**src/rtl/controle_contexto_pkg.sv**
```systemverilog
`default_nettype none
// ------------------------------------------------------------------
// pacote_contexto: state encoding and constants for the context sequencer
// Rev 1.0
// ------------------------------------------------------------------
package pacote_contexto;

  typedef enum logic [1:0] {
    OCIOSO  = 2'd0,
    SALVA   = 2'd1,
    CARREGA = 2'd2,
    FIM     = 2'd3
  } estado_t;

  localparam int NUM_REGS = 32;
  localparam int IDX_W    = 5;
  localparam logic [IDX_W-1:0] IDX_ULTIMO = IDX_W'(NUM_REGS - 1);

  localparam int LAT_COMPLETA = 65;
  localparam int LAT_SALVA    = 33;
  localparam int LAT_CARREGA  = 34;
  localparam int LAT_NENHUMA  = 2;

endpackage
`default_nettype wire

```
**src/rtl/controle_contexto_if.sv**
```systemverilog
`default_nettype none
// ------------------------------------------------------------------
// controle_contexto_if: request, register-file and data-memory buses
// Rev 1.0
// ------------------------------------------------------------------
interface controle_contexto_if #(
  parameter int PID_W = 3,
  parameter int END_W = 32
);
  logic             inicia;
  logic             salvaEn;
  logic             carregaEn;
  logic [PID_W-1:0] pidSalvar;
  logic [PID_W-1:0] pidCarregar;
  logic             pausa;
  logic             ocupado;
  logic             pronto;
  logic [4:0]       leituraUm;
  logic [31:0]      DadosUm;
  logic [4:0]       regEscrita;
  logic [31:0]      escreveDado;
  logic             escreveReg;
  logic [END_W-1:0] memEnd;
  logic [31:0]      memDadoEsc;
  logic             memEscreve;
  logic [31:0]      memDadoLido;

  modport slave (
    input  inicia, salvaEn, carregaEn, pidSalvar, pidCarregar, pausa, DadosUm, memDadoLido,
    output ocupado, pronto, leituraUm, regEscrita, escreveDado, escreveReg,
           memEnd, memDadoEsc, memEscreve
  );

  modport master (
    output inicia, salvaEn, carregaEn, pidSalvar, pidCarregar, pausa, DadosUm, memDadoLido,
    input  ocupado, pronto, leituraUm, regEscrita, escreveDado, escreveReg,
           memEnd, memDadoEsc, memEscreve
  );
endinterface
`default_nettype wire

```
**src/rtl/controle_contexto_gerador.sv**
```systemverilog
`default_nettype none
// ------------------------------------------------------------------
// gerador_endereco_contexto: word address CTX_BASE + {pid, idx}
// Rev 1.0
// ------------------------------------------------------------------
module gerador_endereco_contexto
  import pacote_contexto::*;
#(
  parameter int               PID_W    = 3,
  parameter int               END_W    = 32,
  parameter logic [END_W-1:0] CTX_BASE = END_W'(32'h0000_0F00)
) (
  input  logic [PID_W-1:0] i_pid,
  input  logic [IDX_W-1:0] i_idx,
  output logic [END_W-1:0] o_endereco
);
  assign o_endereco = CTX_BASE + END_W'({i_pid, i_idx});
endmodule
`default_nettype wire

```
**src/rtl/controle_contexto.sv**
```systemverilog
`default_nettype none
// ------------------------------------------------------------------
// controle_contexto: saves r1..r31 to a per-PID area, then restores them
// Rev 1.0
// ------------------------------------------------------------------
module controle_contexto
  import pacote_contexto::*;
#(
  parameter int               PID_W    = 3,
  parameter int               END_W    = 32,
  parameter logic [END_W-1:0] CTX_BASE = END_W'(32'h0000_0F00)
) (
  input  logic               clock,
  input  logic               reset,
  controle_contexto_if.slave bus
);

  estado_t          estado_q, estado_d;
  logic [IDX_W-1:0] idx_q, idx_d;
  logic             leitura_valida_q, leitura_valida_d;
  logic             carrega_en_q, carrega_en_d;
  logic [PID_W-1:0] pid_salvar_q, pid_salvar_d;
  logic [PID_W-1:0] pid_carregar_q, pid_carregar_d;

  logic [IDX_W-1:0] w_idx_carga;
  logic [END_W-1:0] w_end_salva;
  logic [END_W-1:0] w_end_carga;

  gerador_endereco_contexto #(.PID_W(PID_W), .END_W(END_W), .CTX_BASE(CTX_BASE)) u_end_salva (
    .i_pid      (pid_salvar_q),
    .i_idx      (idx_q),
    .o_endereco (w_end_salva)
  );

  gerador_endereco_contexto #(.PID_W(PID_W), .END_W(END_W), .CTX_BASE(CTX_BASE)) u_end_carga (
    .i_pid      (pid_carregar_q),
    .i_idx      (w_idx_carga),
    .o_endereco (w_end_carga)
  );

  always_comb begin
    estado_d         = estado_q;
    idx_d            = idx_q;
    leitura_valida_d = leitura_valida_q;
    carrega_en_d     = carrega_en_q;
    pid_salvar_d     = pid_salvar_q;
    pid_carregar_d   = pid_carregar_q;
    w_idx_carga      = idx_q;
    bus.pronto       = 1'b0;
    bus.leituraUm    = '0;
    bus.regEscrita   = '0;
    bus.escreveReg   = 1'b0;
    bus.escreveDado  = '0;
    bus.memEnd       = '0;
    bus.memDadoEsc   = '0;
    bus.memEscreve   = 1'b0;

    if (bus.pausa) begin
      // memDadoLido is not held across a pause; the read is reissued on release
      leitura_valida_d = 1'b0;
    end else begin
      unique case (estado_q)
        OCIOSO: begin
          if (bus.inicia) begin
            pid_salvar_d     = bus.pidSalvar;
            pid_carregar_d   = bus.pidCarregar;
            carrega_en_d     = bus.carregaEn;
            idx_d            = IDX_W'(1);
            leitura_valida_d = 1'b0;
            if (bus.salvaEn)        estado_d = SALVA;
            else if (bus.carregaEn) estado_d = CARREGA;
            else                    estado_d = FIM;
          end
        end
        SALVA: begin
          bus.leituraUm  = idx_q;
          bus.memEnd     = w_end_salva;
          bus.memDadoEsc = bus.DadosUm;
          bus.memEscreve = 1'b1;
          if (idx_q == IDX_ULTIMO) begin
            idx_d    = IDX_W'(1);
            estado_d = carrega_en_q ? CARREGA : FIM;
          end else begin
            idx_d = idx_q + IDX_W'(1);
          end
        end
        CARREGA: begin
          // idx_q == 0 stands for sub-cycle 32 (write-only for r31)
          if (idx_q != IDX_W'(1) && !leitura_valida_q) begin
            w_idx_carga      = idx_q - IDX_W'(1);
            bus.memEnd       = w_end_carga;
            leitura_valida_d = 1'b1;
          end else begin
            if (idx_q != IDX_W'(1)) begin
              bus.regEscrita  = idx_q - IDX_W'(1);
              bus.escreveDado = bus.memDadoLido;
              bus.escreveReg  = 1'b1;
            end
            if (idx_q != '0) begin
              bus.memEnd       = w_end_carga;
              leitura_valida_d = 1'b1;
              idx_d            = idx_q + IDX_W'(1);
            end else begin
              leitura_valida_d = 1'b0;
              estado_d         = FIM;
            end
          end
        end
        FIM: begin
          bus.pronto = 1'b1;
          estado_d   = OCIOSO;
        end
        default: estado_d = OCIOSO;
      endcase
    end
  end

  assign bus.ocupado = (estado_q != OCIOSO);

  always_ff @(posedge clock) begin
    if (reset) begin
      estado_q         <= OCIOSO;
      idx_q            <= '0;
      leitura_valida_q <= 1'b0;
      carrega_en_q     <= 1'b0;
      pid_salvar_q     <= '0;
      pid_carregar_q   <= '0;
    end else begin
      estado_q         <= estado_d;
      idx_q            <= idx_d;
      leitura_valida_q <= leitura_valida_d;
      carrega_en_q     <= carrega_en_d;
      pid_salvar_q     <= pid_salvar_d;
      pid_carregar_q   <= pid_carregar_d;
    end
  end

endmodule
`default_nettype wire

```
**src/flat_wrapper.sv**
```systemverilog
// flat-port wrapper written by rule: the top's interface ports become plain ports
module controle_contexto_flat import pacote_contexto::*;
#(
  parameter int               PID_W    = 3,
  parameter int               END_W    = 32,
  parameter logic [END_W-1:0] CTX_BASE = END_W'(32'h0000_0F00)
)
  (clock, reset, bus_inicia, bus_salvaEn, bus_carregaEn, bus_pidSalvar, bus_pidCarregar, bus_pausa, bus_DadosUm, bus_memDadoLido, bus_ocupado, bus_pronto, bus_leituraUm, bus_regEscrita, bus_escreveDado, bus_escreveReg, bus_memEnd, bus_memDadoEsc, bus_memEscreve);
  controle_contexto_if #(.PID_W(PID_W), .END_W(END_W)) bus_i ();
  input  logic clock;
  input  logic reset;
  input wire logic [$bits(bus_i.inicia)-1:0] bus_inicia;
  input wire logic [$bits(bus_i.salvaEn)-1:0] bus_salvaEn;
  input wire logic [$bits(bus_i.carregaEn)-1:0] bus_carregaEn;
  input wire logic [$bits(bus_i.pidSalvar)-1:0] bus_pidSalvar;
  input wire logic [$bits(bus_i.pidCarregar)-1:0] bus_pidCarregar;
  input wire logic [$bits(bus_i.pausa)-1:0] bus_pausa;
  input wire logic [$bits(bus_i.DadosUm)-1:0] bus_DadosUm;
  input wire logic [$bits(bus_i.memDadoLido)-1:0] bus_memDadoLido;
  output wire logic [$bits(bus_i.ocupado)-1:0] bus_ocupado;
  output wire logic [$bits(bus_i.pronto)-1:0] bus_pronto;
  output wire logic [$bits(bus_i.leituraUm)-1:0] bus_leituraUm;
  output wire logic [$bits(bus_i.regEscrita)-1:0] bus_regEscrita;
  output wire logic [$bits(bus_i.escreveDado)-1:0] bus_escreveDado;
  output wire logic [$bits(bus_i.escreveReg)-1:0] bus_escreveReg;
  output wire logic [$bits(bus_i.memEnd)-1:0] bus_memEnd;
  output wire logic [$bits(bus_i.memDadoEsc)-1:0] bus_memDadoEsc;
  output wire logic [$bits(bus_i.memEscreve)-1:0] bus_memEscreve;
  assign bus_i.inicia = bus_inicia;
  assign bus_i.salvaEn = bus_salvaEn;
  assign bus_i.carregaEn = bus_carregaEn;
  assign bus_i.pidSalvar = bus_pidSalvar;
  assign bus_i.pidCarregar = bus_pidCarregar;
  assign bus_i.pausa = bus_pausa;
  assign bus_i.DadosUm = bus_DadosUm;
  assign bus_i.memDadoLido = bus_memDadoLido;
  assign bus_ocupado = bus_i.ocupado;
  assign bus_pronto = bus_i.pronto;
  assign bus_leituraUm = bus_i.leituraUm;
  assign bus_regEscrita = bus_i.regEscrita;
  assign bus_escreveDado = bus_i.escreveDado;
  assign bus_escreveReg = bus_i.escreveReg;
  assign bus_memEnd = bus_i.memEnd;
  assign bus_memDadoEsc = bus_i.memDadoEsc;
  assign bus_memEscreve = bus_i.memEscreve;
  controle_contexto #(.PID_W(PID_W), .END_W(END_W), .CTX_BASE(CTX_BASE)) u_core (.clock(clock), .reset(reset), .bus(bus_i));
endmodule
```
**config.mk**
```make
export PLATFORM = sky130hd
export DESIGN_NAME = controle_contexto_flat
export DESIGN_NICKNAME = d
export VERILOG_FILES = /design/src/rtl/controle_contexto_pkg.sv /design/src/rtl/controle_contexto_if.sv /design/src/rtl/controle_contexto_gerador.sv /design/src/rtl/controle_contexto.sv /design/src/flat_wrapper.sv
export SDC_FILE = /design/constraint.sdc
export NUM_CORES = 1
export LEC_CHECK = 0
export ABC_CLOCK_PERIOD_IN_PS = 3600
export CAP_MARGIN = 15
export CORE_MARGIN = 10
export CORE_UTILIZATION = 35
export DETAILED_ROUTE_END_ITERATION = 10
export GPL_TIMING_DRIVEN = 0
export PLACE_DENSITY = 0.83
export RECOVER_POWER = 100
export SETUP_SLACK_MARGIN = 0.1
export SLEW_MARGIN = 20
export SYNTH_ARGS = -nofsm -noshare
export SYNTH_HDL_FRONTEND = slang
export SYNTH_HIERARCHICAL = 1
export SYNTH_SLANG_ARGS = --single-unit
```
**constraint.sdc**
```tcl
create_clock -name clock -period 3.6 [get_ports clock]
set_input_delay 1.08 -clock clock [delete_from_list [all_inputs] [get_ports clock]]
set_output_delay 1.08 -clock clock [all_outputs]
set_load 0.05 [all_outputs]
```
==> metrics, run 1 <==
endpoints failing setup=0; most frequent CP cell=buf_4; FMAX=between 0.2 and 0.3 GHz; CP top delay family=buffers and inverters; Syn Area/Cell=roughly 7 um^2; CTS tree=built; die width=103.7 um; Final nets=roughly 650; Post-Synth XOR/XNOR Area=under 10%; GPL Wtd Cong=around 0.83; Core Rows=30; sequential share of the synthesized area=12.24%; critical path class=flop to output pin; WP data required=2.52 ns; Antenna diodes=0; per-cell routed wire length=16.42 um; Placed Instance Area=~0.0044 mm^2; worst r2r src=u_core/idx_q[1]; fin area=between 0.004 and 0.005 mm^2; #FFs+latches synth=15; Slew HR=a little under two fifths; clk root buf=clkbuf_8; Post-Synth Adder-Cell Area=roughly 4.6%; fin crit period=~3.5 ns; Synth top area share=19.59%; Total Power=about 1200 uW; Max stage delay cell, worst path=dfxtp_4; buffer and inverter count on the worst path=6; worst skew pair latency=roughly 0.25 ns; I/O pin count=186; post-synthesis compound-gate area fraction=between 15 and 20%; layout overhead on the synthesized area=81.84%; worst slew pin tran=roughly 0.94 ns; H-tree depth=1; layout cells sized above 1=about 33%; multiplexer area fraction after synthesis=under 10%; most frequent cells in the layout=79 x buf_4, 72 x clkdlybuf4s50_1, 60 x and2_1; via count=between 2000 and 3000; Max FO, Critical Path=10; drt first-iter violations=between 150 and 200; Detailed Route WL=10900 um; top post-synthesis cells by area=buf_4 20%, and2_1 18%, dfxtp_1 12%, a22oi_1 9.8%, nor2_1 7.7%; final worst slack=0.1424 ns; fin cells=between 600 and 700; CP Cell Sequence=inv_1 > ha_1 > nor4b_4 > buf_4 > or3_1 > buf_4 > inv_4 > clkbuf_8 > and2_1 > clkbuf_2; die area=approximately 0.011 mm^2; Tot GR Track Use=a little under a fifth; unrepaired setup endpoints after global routing=false; DRT Pass-1 Iters=4; DRC=0; post-synthesis async set-or-reset flop share=0%; crit share post-route=a little over nine tenths; number of global-route vias before repair=2859; largest net degree at the start of global routing=11; WHS Endpoint=u_core/leitura_valida_q; Post-Place Worst Slack=-1.201 ns; Worst EP arrival=approximately 2.4 ns; outcome=completed; Cell variety after synth=41; Max-cap violations=0; Ys Warns=6; grt ovf=0; pwr dens=between 200 and 300 mW/mm^2; cts bufs inserted=3; Clock Skew=~0.0075 ns; Mapped Cells=about 350; worst vdd rail ir drop=around 170 uV; final-report hold violation count=0; worst hold path depth=2; most used flip-flop cell after synthesis=dfxtp_1; CTS Buffer Depth=2; hold crit path type=flop to flop; critical path endpoint category=output pin; post-route ant nets=0; Reg2Reg Setup Slack=around 1.6 ns; HPWL Detailed=9256 um; Crit path largest cell delay=between 0.3 and 0.4 ns; Final Max Tran Viols=0; antenna violations before repair=1; dpl cells=around 660; largest family of logic cells by synthesized area=simple AND/OR/NAND/NOR gates; Syn Std Cell Area=0.002452 mm^2; CP startpoint kind=flop; Post-synth EDFFs=0; Static Leak=around 0.0021 uW; core area=roughly 0.0068 mm^2; hold_ws=0.4954 ns; simple-gate share of the synthesized area=about a third; clk slew on worst S/H paths=~0.070 ns; first-pass GRT wire length=about 17000 um; I/O Buffers=164; largest area contributor in the netlist=buf_4; Initial Utilization=36.10%; Die Y=between 100 and 150 um; Hold Path Origin=u_core/leitura_valida_q; FF-to-FF path depth=8; Avg Vias per Cell=between 4 and 5; clk sinks=15; leading cell type in the layout, fill and taps excluded=buf_4; FF-to-FF End=u_core/idx_q[4]
==> worst max path at each step <==
stage | from | endpoint | slack (ns) | cells after the start
2_1_floorplan | bus_pausa | bus_memEnd[4] | 0.08 | 6
3_3_place_gp | bus_pausa | bus_memEnd[4] | -1.16 | 8
3_5_place_dp | bus_pausa | bus_memEnd[2] | -1.20 | 8
4_1_cts | u_core/idx_q[1] | bus_memEnd[11] | 0.10 | 9
5_1_grt | u_core/idx_q[1] | bus_regEscrita[1] | 0.05 | 8
6_report | u_core/idx_q[1] | bus_escreveDado[20] | 0.14 | 10
==> report_power, final <==
part | internal, uW | switching [uW]
clock network | 76.7 | 62.7
logic | 344 | 509
registers | 183 | 17.3
total | 603 | 589
==> cell usage after synthesis (2+ instances only) <==
master     n
xnor2_1    6
nand2b_1   2
nand4_1    3
nor2b_1    4
o211ai_1   2
nor2_1    50
o31ai_1    3
or4_1      2
clkbuf_1  17
mux2i_1    8
buf_2      3
or3_1      2
ha_1       9
a22oi_1   32
conb_1     4
o21ai_0    6
nor3_1     4
nor4b_4    2
dfxtp_1   15
buf_4     64
nand2_1    6
inv_1     12
clkbuf_2   2
nand3_1    4
a21oi_1    6
and2_1    69
==> state kept, by name, indices dropped and copies added, names as in the netlist <==
| name | flops |
|---|---|
| u_core/pid_salvar_q | 3 |
| u_core/pid_carregar_q | 3 |
| u_core/leitura_valida_q | 1 |
| u_core/carrega_en_q | 1 |
| u_core/idx_q | 5 |
| u_core/estado_q | 2 |
==> per-stage QoR <==
stage               utilization (%)  TNS (ns)
floorplan                         -         0
global route                  65.64         0
finish                        65.64         0
global placement              64.81    -73.10
detailed placement            64.81    -73.66
CTS                           66.57         0
==> metal layers <==
metal	global-route usage, %	vias up	wire length [um]
met3	5.266	8	790
met4	2.883	2	59
li1	-	1486	-
met1	20.04	1266	4244
met5	0	-	7
met2	36.94	137	5798
==> worst reg2reg max path, delay by kind of cell (launching register included) <==
kind / cells / cell delay (ns)
flops: 1 / 0.38
compound gates: 2 / 0.37
simple gates: 2 / 0.62
fa+ha+maj: 1 / 0.16
buf+inv: 3 / 0.41
==> cell type report <==
| cell class | instances | area [um^2] |
|---|---|---|
| Buffer | 88 | 613.1 |
| Clock buffer | 3 | 41.29 |
| Clock inverter | 1 | 5.005 |
| Fill cell | 585 | 2335 |
| Inverter | 12 | 47.55 |
| Multi-Input combinational cell | 281 | 1755 |
| Sequential cell | 15 | 305.3 |
| Tap cell | 96 | 120.1 |
| Timing Repair Buffer | 168 | 1572 |
==> repair_timing <==
item                       in CTS  in global routing
cloned                          0                  0
setup endpoints to repair      89                 49
resized for setup             409                 25
pin swaps                       1                  3
buffers inserted                4                  0
hold buffers                    0                  0
==> cell families after synthesis <==
family,Yosys count
flops,15
buf+inv,100
mux,8
simple gates,150
compound gates,59
xor+xnor,7
fa+ha+maj,9
other cells,4
(Power assumes the default switching activity.)
==> run 2: changes to the inputs <==
--- a/config.mk
+++ b/config.mk
@@ -7,7 +7,7 @@
 export LEC_CHECK = 0
 export ABC_CLOCK_PERIOD_IN_PS = 3600
 export CAP_MARGIN = 15
-export CORE_MARGIN = 10
+export CORE_MARGIN = 3
 export CORE_UTILIZATION = 35
 export DETAILED_ROUTE_END_ITERATION = 10
 export GPL_TIMING_DRIVEN = 0
==> metrics, run 2 (synthesis gave the netlist of run 1 again) <==
crit share post-route=a little over nine tenths; WP data required=2.52 ns; Initial Utilization=37.34%; core area=~0.0066 mm^2; final-report hold violation count=0; Total Power=~1200 uW; CTS tree=built; Reg2Reg Setup Slack=~1.5 ns; Die Y=89.71 um; biggest regs=u_core/idx_q (5), u_core/pid_carregar_q (3), u_core/pid_salvar_q (3); Placed Instance Area=around 0.0044 mm^2; Avg Vias per Cell=between 4 and 5; CP Cell Sequence=buf_2 > or3_1 > buf_2 > inv_4 > clkbuf_8 > and2_1 > buf_2; Detailed Route WL=between 10000 and 15000 um; cts bufs inserted=3; Tot GR Track Use=approximately a quarter; grt ovf=0; Reg with most FFs=u_core/idx_q; Crit path largest cell delay=between 0.3 and 0.4 ns; worst hold path depth=2; Final nets=653; clk sinks=15; Clock Skew=around 0.0096 ns; drt first-iter violations=approximately 110; HPWL Detailed=about 8600 um; FF-to-FF path depth=6; endpoints failing setup=0; pwr dens=~280 mW/mm^2; number of global-route vias before repair=between 2000 and 3000; antenna violations before repair=0; die area=approximately 0.0080 mm^2; Worst EP arrival=about 2.4 ns; Max FO, Critical Path=10; critical path class=primary input to output pin; worst r2r src=u_core/idx_q[0]; per-cell routed wire length=~15 um; Static Leak=approximately 0.0021 uW; die width=between 80 and 90 um; first-pass GRT wire length=approximately 16000 um; most frequent cells in the layout=72 x clkdlybuf4s50_1, 69 x buf_4, 48 x conb_1; Core Rows=29; fin crit period=approximately 3.5 ns; largest net degree at the start of global routing=11; Hold Path Origin=u_core/leitura_valida_q; clk slew on worst S/H paths=roughly 0.070 ns; layout overhead on the synthesized area=74.59%; Largest register FFs=5; H-tree depth=1; Slew HR=38.96%; most frequent CP cell=buf_2; Antenna diodes=0; Max stage delay cell, worst path=or3_1; critical path endpoint category=output pin; GPL Wtd Cong=~0.96; FF-to-FF End=u_core/estado_q[0]; outcome=completed; DRT Pass-1 Iters=5; Final Max Tran Viols=0; I/O Buffers=around 160; WHS Endpoint=u_core/leitura_valida_q; hold_buf cts=0; via count=between 2000 and 3000; worst vdd rail ir drop=around 170 uV; worst skew pair latency=approximately 0.25 ns; unrepaired setup endpoints after global routing=true; fin area=approximately 0.0043 mm^2; Max-cap violations=0; DRC=0; worst slew pin tran=between 0.9 and 1 ns; FMAX=~0.29 GHz; leading cell type in the layout, fill and taps excluded=clkdlybuf4s50_1; hold crit path type=flop to flop; layout cells sized above 1=33.69%; clk root buf=clkbuf_8; CTS Buffer Depth=2; post-route ant nets=0; I/O pin count=around 190; CP startpoint kind=primary input
## run 2: what timing repair did
item / CTS / global route
setup endpoints to repair: 89 / 62
pin swaps: 1 / 5
resized for setup: 370 / 77
setup buffers: 0 / 3
endpoints found under the hold margin: 0 / 0
## run 2: routing by layer
layer / global-route usage [%] / vias up / share of wire [%] / wire length, um
met5: 0 / - / 0 / 0
met4: 10.86 / 0 / 4.6 / 465
met3: 7.179 / 26 / 8.0 / 808
met2: 43.48 / 143 / 51 / 5163
met1: 25.03 / 1320 / 37 / 3724
li1: - / 1480 / - / -
## run 2: how the worst max path moves through the flow
| stage | start | end | depth (start not counted) |
|---|---|---|---|
| after detailed placement | bus_pausa | bus_memEnd[4] | 8 |
| final | bus_pausa | bus_escreveDado[5] | 7 |
| after global placement | bus_pausa | bus_memEnd[4] | 8 |
| after CTS | bus_pausa | bus_regEscrita[4] | 5 |
| after global routing | bus_pausa | bus_escreveDado[6] | 7 |
| after floorplan | bus_pausa | bus_memEnd[4] | 6 |
## run 2: area by class of cell
class / instances / area [um^2]
buffer: 88 / 613.1
clock buffer: 3 / 41.29
clock inverter: 1 / 5.005
fill: 602 / 2286
inverter: 12 / 47.55
multi-input combinational: 281 / 1758
sequential: 15 / 302.8
tap: 93 / 116.4
timing repair buffer: 167 / 1398
## run 2: critical path: cells and delay by family
kind                   cells  cell delay, ns
AND/OR/NAND/NOR            2            0.50
buffers and inverters      5            0.84
## run 2: through the flow
step | hold WS [ns] | TNS, ns | utilization (%) | instances | setup WS, ns
after CTS | 0.4930 | 0 | 67.92 | 657 | 0.1072
after detailed placement | 0.4810 | -74.18 | 66.98 | 653 | -1.227
after global routing | 0.5268 | 0 | 65.19 | 660 | 0.03652
after global placement | 0.4626 | -72.80 | 66.98 | 653 | -1.173
final | 0.4973 | 0 | 65.19 | 660 | 0.09192
after floorplan | 0.4500 | 0 | - | 396 | 0.07673
## run 2: report_power, final
group / internal [uW] / switching (uW) / total (uW)
combinational: 331 / 512 / 843
clock: 76.5 / 59.4 / 136
sequential: 183 / 18.2 / 202
total: 591 / 590 / 1180
==> patch 1: new RTL, settings of run 1 <==
The 4 values of `estado_t` get a Gray code encoding in 2 bits.
--- a/src/rtl/controle_contexto_pkg.sv
+++ b/src/rtl/controle_contexto_pkg.sv
@@ -6,10 +6,10 @@
 package pacote_contexto;
 
   typedef enum logic [1:0] {
-    OCIOSO  = 2'd0,
-    SALVA   = 2'd1,
-    CARREGA = 2'd2,
-    FIM     = 2'd3
+    OCIOSO  = 2'b00,
+    SALVA   = 2'b01,
+    CARREGA = 2'b11,
+    FIM     = 2'b10
   } estado_t;
 
   localparam int NUM_REGS = 32;
Check against the original RTL: no difference found for any inputs over 4 cycles, from zero or initial values and one cycle with reset high; so few cycles prove little.
==> patch 1 against run 1 <==
Clock skew down 0.0023 ns; cell area down 4.0%; critical path depth down 4; cell count down 4.4%; non-clock buffer count up 4; setup slack worse by 0.029 ns; sequential cell count unchanged; highest routed layer is now met4; routed wire length down 1.9%; area after synthesis down 3.8%.
Power is not compared: it rests on default switching activity, and its combinational part moved more than twofold at a synthesized area within 25%.
==> patch 1: results (changes against run 1) <==
Outcome
  – Status: finished clean

Placed design
  – Area post-placement: 4360 sq um (-0.94%)
  – DP Worst Slack: -0.895 ns (+0.306 ns)
  – Placed wire-length estimate: 8880 um (-4.0%)
  – Final Wtd Congestion: 0.859 (+3.0%)

Global routing
  – Tot GR Track Use: 18.5% (-0.58 points)
  – Vias in the first global route: 2900 (+1.4%)
  – Initial antenna violation count: 0 (-1)
  – First-pass GRT wire length: 15500 um (-7.3%)

Cells and area
  – Multi-input gates: 272 (-3.2%)
  – Plain + repair buffers: 260 (+1.6%)
  – Footprint of the multi-input gates: 1750 sq um (-0.50%)
  – ClkCell Share: 1.14% (+0.10 points)
  – Post-layout nets: 640 (-2.1%)
  – Finished Cell Area: 4280 sq um (-4.0%)
  – Sequential cell area share: 7.07% (+0.23 points)
  – Fraction of area in non-clock buffers: 48.1% (-0.88 points)
  – Share of cells above drive strength 1: 39.4% (+6.5 points)
  – Inverters: 7 (-5)

Yosys
  – Most frequent cells after synthesis: 64 x buf_4, 49 x nor2_1, 33 x and2_1, 33 x and3_1, 32 x a22oi_1
  – Mux cell area share after synthesis: 3.45% (+0.18 points)
  – Yosys cell types: 45 (+9.8%)
  – Compound-gate portion of the synthesized area: 16.8% (-0.58 points)
  – Synth top area cells: buf_4 20%, dfxtp_1 13%, a22oi_1 10%
  – Area share of fa/ha/maj cells after synthesis: 2.65% (-1.9 points)
  – Synth Area in XOR/XNOR: 2.60% (+0.099 points)

Power
  – Overall power: 0.644 mW

Routing
  – Via/cell ratio: 4.70 (+7.7%)
  – Iter 0 DRT Violations: 116 (-38%)

Critical path
  – Crit-path slowest cell: buf_1
  – Worst stage delay on the critical path: 0.49 ns (+0.10 ns)
  – CP arrival: 2.41 ns (+0.03 ns)

Timing
  – Skew final: 0.00519 ns (-0.00228 ns)
  – Slew HR: 36.5% (-0.92 points)

Clock network
  – Cts repair resizes: 376 (-8.1%)
==> patch 1: cell types whose count changed after synthesis, sizes merged, moves of 3 or more <==
cell / delta
and3: +32
clkbuf: +5
ha: -4
o31ai: -3
nor3: +4
inv: -6
and2: -36
nor2b: -4
==> patch 1: worst paths after layout <==
path | depth (start not counted) | endpoint | from | slack [ns]
min | 2 | u_core/pid_carregar_q[0] | u_core/pid_carregar_q[0] | 0.50
min reg2reg | 2 | u_core/pid_carregar_q[0] | u_core/pid_carregar_q[0] | 0.50
max | 6 | bus_memDadoEsc[1] | bus_pausa | 0.11
max reg2reg | 6 | u_core/idx_q[3] | u_core/idx_q[0] | 1.32
==> patch 1: through the flow <==
step	instances	setup TNS, ns
floorplan	385	-1.01
global placement	626	-57.28
detailed placement	626	-59.97
CTS	634	-0.00185
global route	635	0
finish	635	0
==> patch 1: metal layers <==
layer	up-vias	wire length [um]	GRT usage (%)
li1	1484	-	-
met1	1373	3700	18.3
met2	114	5830	36.4
met3	16	940	5.53
met4	0	221	4.34
met5	-	0	0
==> patch 2: new RTL, settings of run 1 <==
Made on the original files. `END_W` is set to 32 in 4 places; all go to 48.
--- a/src/rtl/controle_contexto_if.sv
+++ b/src/rtl/controle_contexto_if.sv
@@ -5,7 +5,7 @@
 // ------------------------------------------------------------------
 interface controle_contexto_if #(
   parameter int PID_W = 3,
-  parameter int END_W = 32
+  parameter int END_W = 48
 );
   logic             inicia;
   logic             salvaEn;
--- a/src/rtl/controle_contexto_gerador.sv
+++ b/src/rtl/controle_contexto_gerador.sv
@@ -7,7 +7,7 @@
   import pacote_contexto::*;
 #(
   parameter int               PID_W    = 3,
-  parameter int               END_W    = 32,
+  parameter int               END_W    = 48,
   parameter logic [END_W-1:0] CTX_BASE = END_W'(32'h0000_0F00)
 ) (
   input  logic [PID_W-1:0] i_pid,
--- a/src/rtl/controle_contexto.sv
+++ b/src/rtl/controle_contexto.sv
@@ -7,7 +7,7 @@
   import pacote_contexto::*;
 #(
   parameter int               PID_W    = 3,
-  parameter int               END_W    = 32,
+  parameter int               END_W    = 48,
   parameter logic [END_W-1:0] CTX_BASE = END_W'(32'h0000_0F00)
 ) (
   input  logic               clock,
--- a/src/flat_wrapper.sv
+++ b/src/flat_wrapper.sv
@@ -2,7 +2,7 @@
 module controle_contexto_flat import pacote_contexto::*;
 #(
   parameter int               PID_W    = 3,
-  parameter int               END_W    = 32,
+  parameter int               END_W    = 48,
   parameter logic [END_W-1:0] CTX_BASE = END_W'(32'h0000_0F00)
 )
   (clock, reset, bus_inicia, bus_salvaEn, bus_carregaEn, bus_pidSalvar, bus_pidCarregar, bus_pausa, bus_DadosUm, bus_memDadoLido, bus_ocupado, bus_pronto, bus_leituraUm, bus_regEscrita, bus_escreveDado, bus_escreveReg, bus_memEnd, bus_memDadoEsc, bus_memEscreve);
Ports: changed (resized bus_memEnd); port bits go from 186 to 202. No check against the original RTL was run, so the function may have changed too.
==> patch 2 against run 1 <==
Utilization decreased by 6.6 points; setup slack got worse by 0.010 ns; routed wire length increased by 5.1%; cell area increased by 7.7%; count of clock-buffer cells in the layout unchanged; area after synthesis increased by 18%; power increased by 11%; non-clock buffer count increased by 38; sequential power about the same; sequential cell count unchanged; cell count increased by 17%; critical endpoint is now bus_escreveDado[27]; largest power group unchanged.
==> patch 2: results (changes against run 1) <==
Outcome
  – Status: finished clean

Timing
  – Hold Slack: 0.492 ns (-0.00348 ns)
  – Skew final: 0.00326 ns (-0.00421 ns)
  – Worst slew pin tran: 0.938 ns (+0.00165 ns)

Critical path
  – Worst stage delay on the critical path: 0.35 ns (-0.04 ns)
  – RR Endpoint: u_core/estado_q[0]
  – Crit-path slowest cell: or3_1

Routing
  – Via/cell ratio: 4.35 (-0.31%)
  – Iter 0 DRT Violations: 188 (+0.53%)
  – Total routed wirelength: 11500 um (+5.1%)

Yosys
  – Synth top area cells: buf_4 25%, and2_1 15%, a22oi_1 12%
  – Sequential share of the synthesized area: 10.4% (-1.9 points)
  – Most frequent cells after synthesis: 96 x buf_4, 69 x and2_1, 66 x nor2_1, 48 x a22oi_1, 21 x clkbuf_1

Cells and area
  – Post-layout nets: 756 (+16%)
  – Fillers: 797 (+36%)
  – Share of cells above drive strength 1: 29.6% (-3.4 points)

Global routing
  – Tot GR Track Use: 17.7% (-1.4 points)
  – First-pass GRT wire length: 18400 um (+9.8%)
  – Vias in the first global route: 3391 (+19%)
  – Initial antenna violation count: 0 (-1)

Power
  – Pwr dens: 275 nW/um^2 (+2.7%)
  – Leak: 2.34 nW (+11%)
  – Worst vdd ir: 147 uV (-11%)

Placed design
  – Final Wtd Congestion: 0.958 (+15%)
  – Placed wire-length estimate: 9640 um (+4.2%)

Clock network
  – TritonCTS Buffers: 3 (unchanged)
[patch 2: changes by cell type after synthesis]
cell,change
a22oi_1,+16
clkbuf_1,+4
nor2_1,+16
buf_4,+32
buf_2,+2
[patch 2: final cells by class]
type / count / share of cell area (%)
inverter: 12 / 0.937
multi-input combinational: 345 / 42.6
timing repair buffer: 168 / 28.2
clock inverter: 1 / 0.104
sequential: 15 / 6.35
tap: 105 / 2.73
buffer: 126 / 18.2
clock buffer: 3 / 0.859
[patch 2: metrics by stage]
step           setup TNS, ns  cells
3_3_place_gp          -68.50    767
2_1_floorplan              0    498
3_5_place_dp          -70.49    767
5_1_grt                    0    775
4_1_cts                    0    772
6_report                   0    775
[patch 2: tightest hold or removal path, delay by kind of cell (launching register included)]
family	cells	cell delay (ns)
flops	1	0.32
compound gates	1	0.08
buf+inv	1	0.05
[patch 2: worst max path at each step]
stage | from | to | slack (ns) | depth (start not counted)
after detailed placement | bus_pausa | bus_memEnd[4] | -1.20 | 8
after global placement | bus_pausa | bus_memEnd[4] | -1.17 | 8
final | bus_pausa | bus_escreveDado[27] | 0.13 | 7
after floorplan | bus_pausa | bus_memEnd[4] | 0.08 | 6
after global routing | bus_pausa | bus_escreveDado[10] | 0.05 | 7
after CTS | u_core/idx_q[1] | bus_memEnd[7] | 0.10 | 8
[patch 2: layer usage]
layer	up-vias	track usage [%]	part of all wire, %
met5	-	0	0
met2	136	33.1	51
met1	1500	19.6	41
li1	1725	-	-
met4	0	4.51	1.6
met3	12	3.63	6.4
[patch 2: cells by family (layout without fill, tap and decap cells)]
group / Yosys count / after routing / share of synthesized area, %
buf+inv: 138 / 310 / 30.9
flops: 15 / 15 / 10.4
mux: 8 / 8 / 2.76
xor+xnor: 7 / 7 / 2.12
simple gates: 166 / 166 / 30.6
fa+ha+maj: 9 / 9 / 3.89
compound gates: 75 / 75 / 18.9
other cells: 4 / 80 / 0.518
[patch 2: power breakdown]
| group | switching (mW) | total [mW] | internal [mW] | leakage [nW] |
|---|---|---|---|---|
| logic | 0.604 | 0.981 | 0.377 | 2.19 |
| clock network | 0.0615 | 0.138 | 0.0768 | 0.0255 |
| registers | 0.0174 | 0.200 | 0.183 | 0.123 |
| total | 0.683 | 1.32 | 0.636 | 2.34 |
[patch 2: timing repair]
action,in CTS,in global routing
resized for setup,380,36
buffers inserted,1,3
pin swaps,1,8
endpoints found under the setup margin,89,82
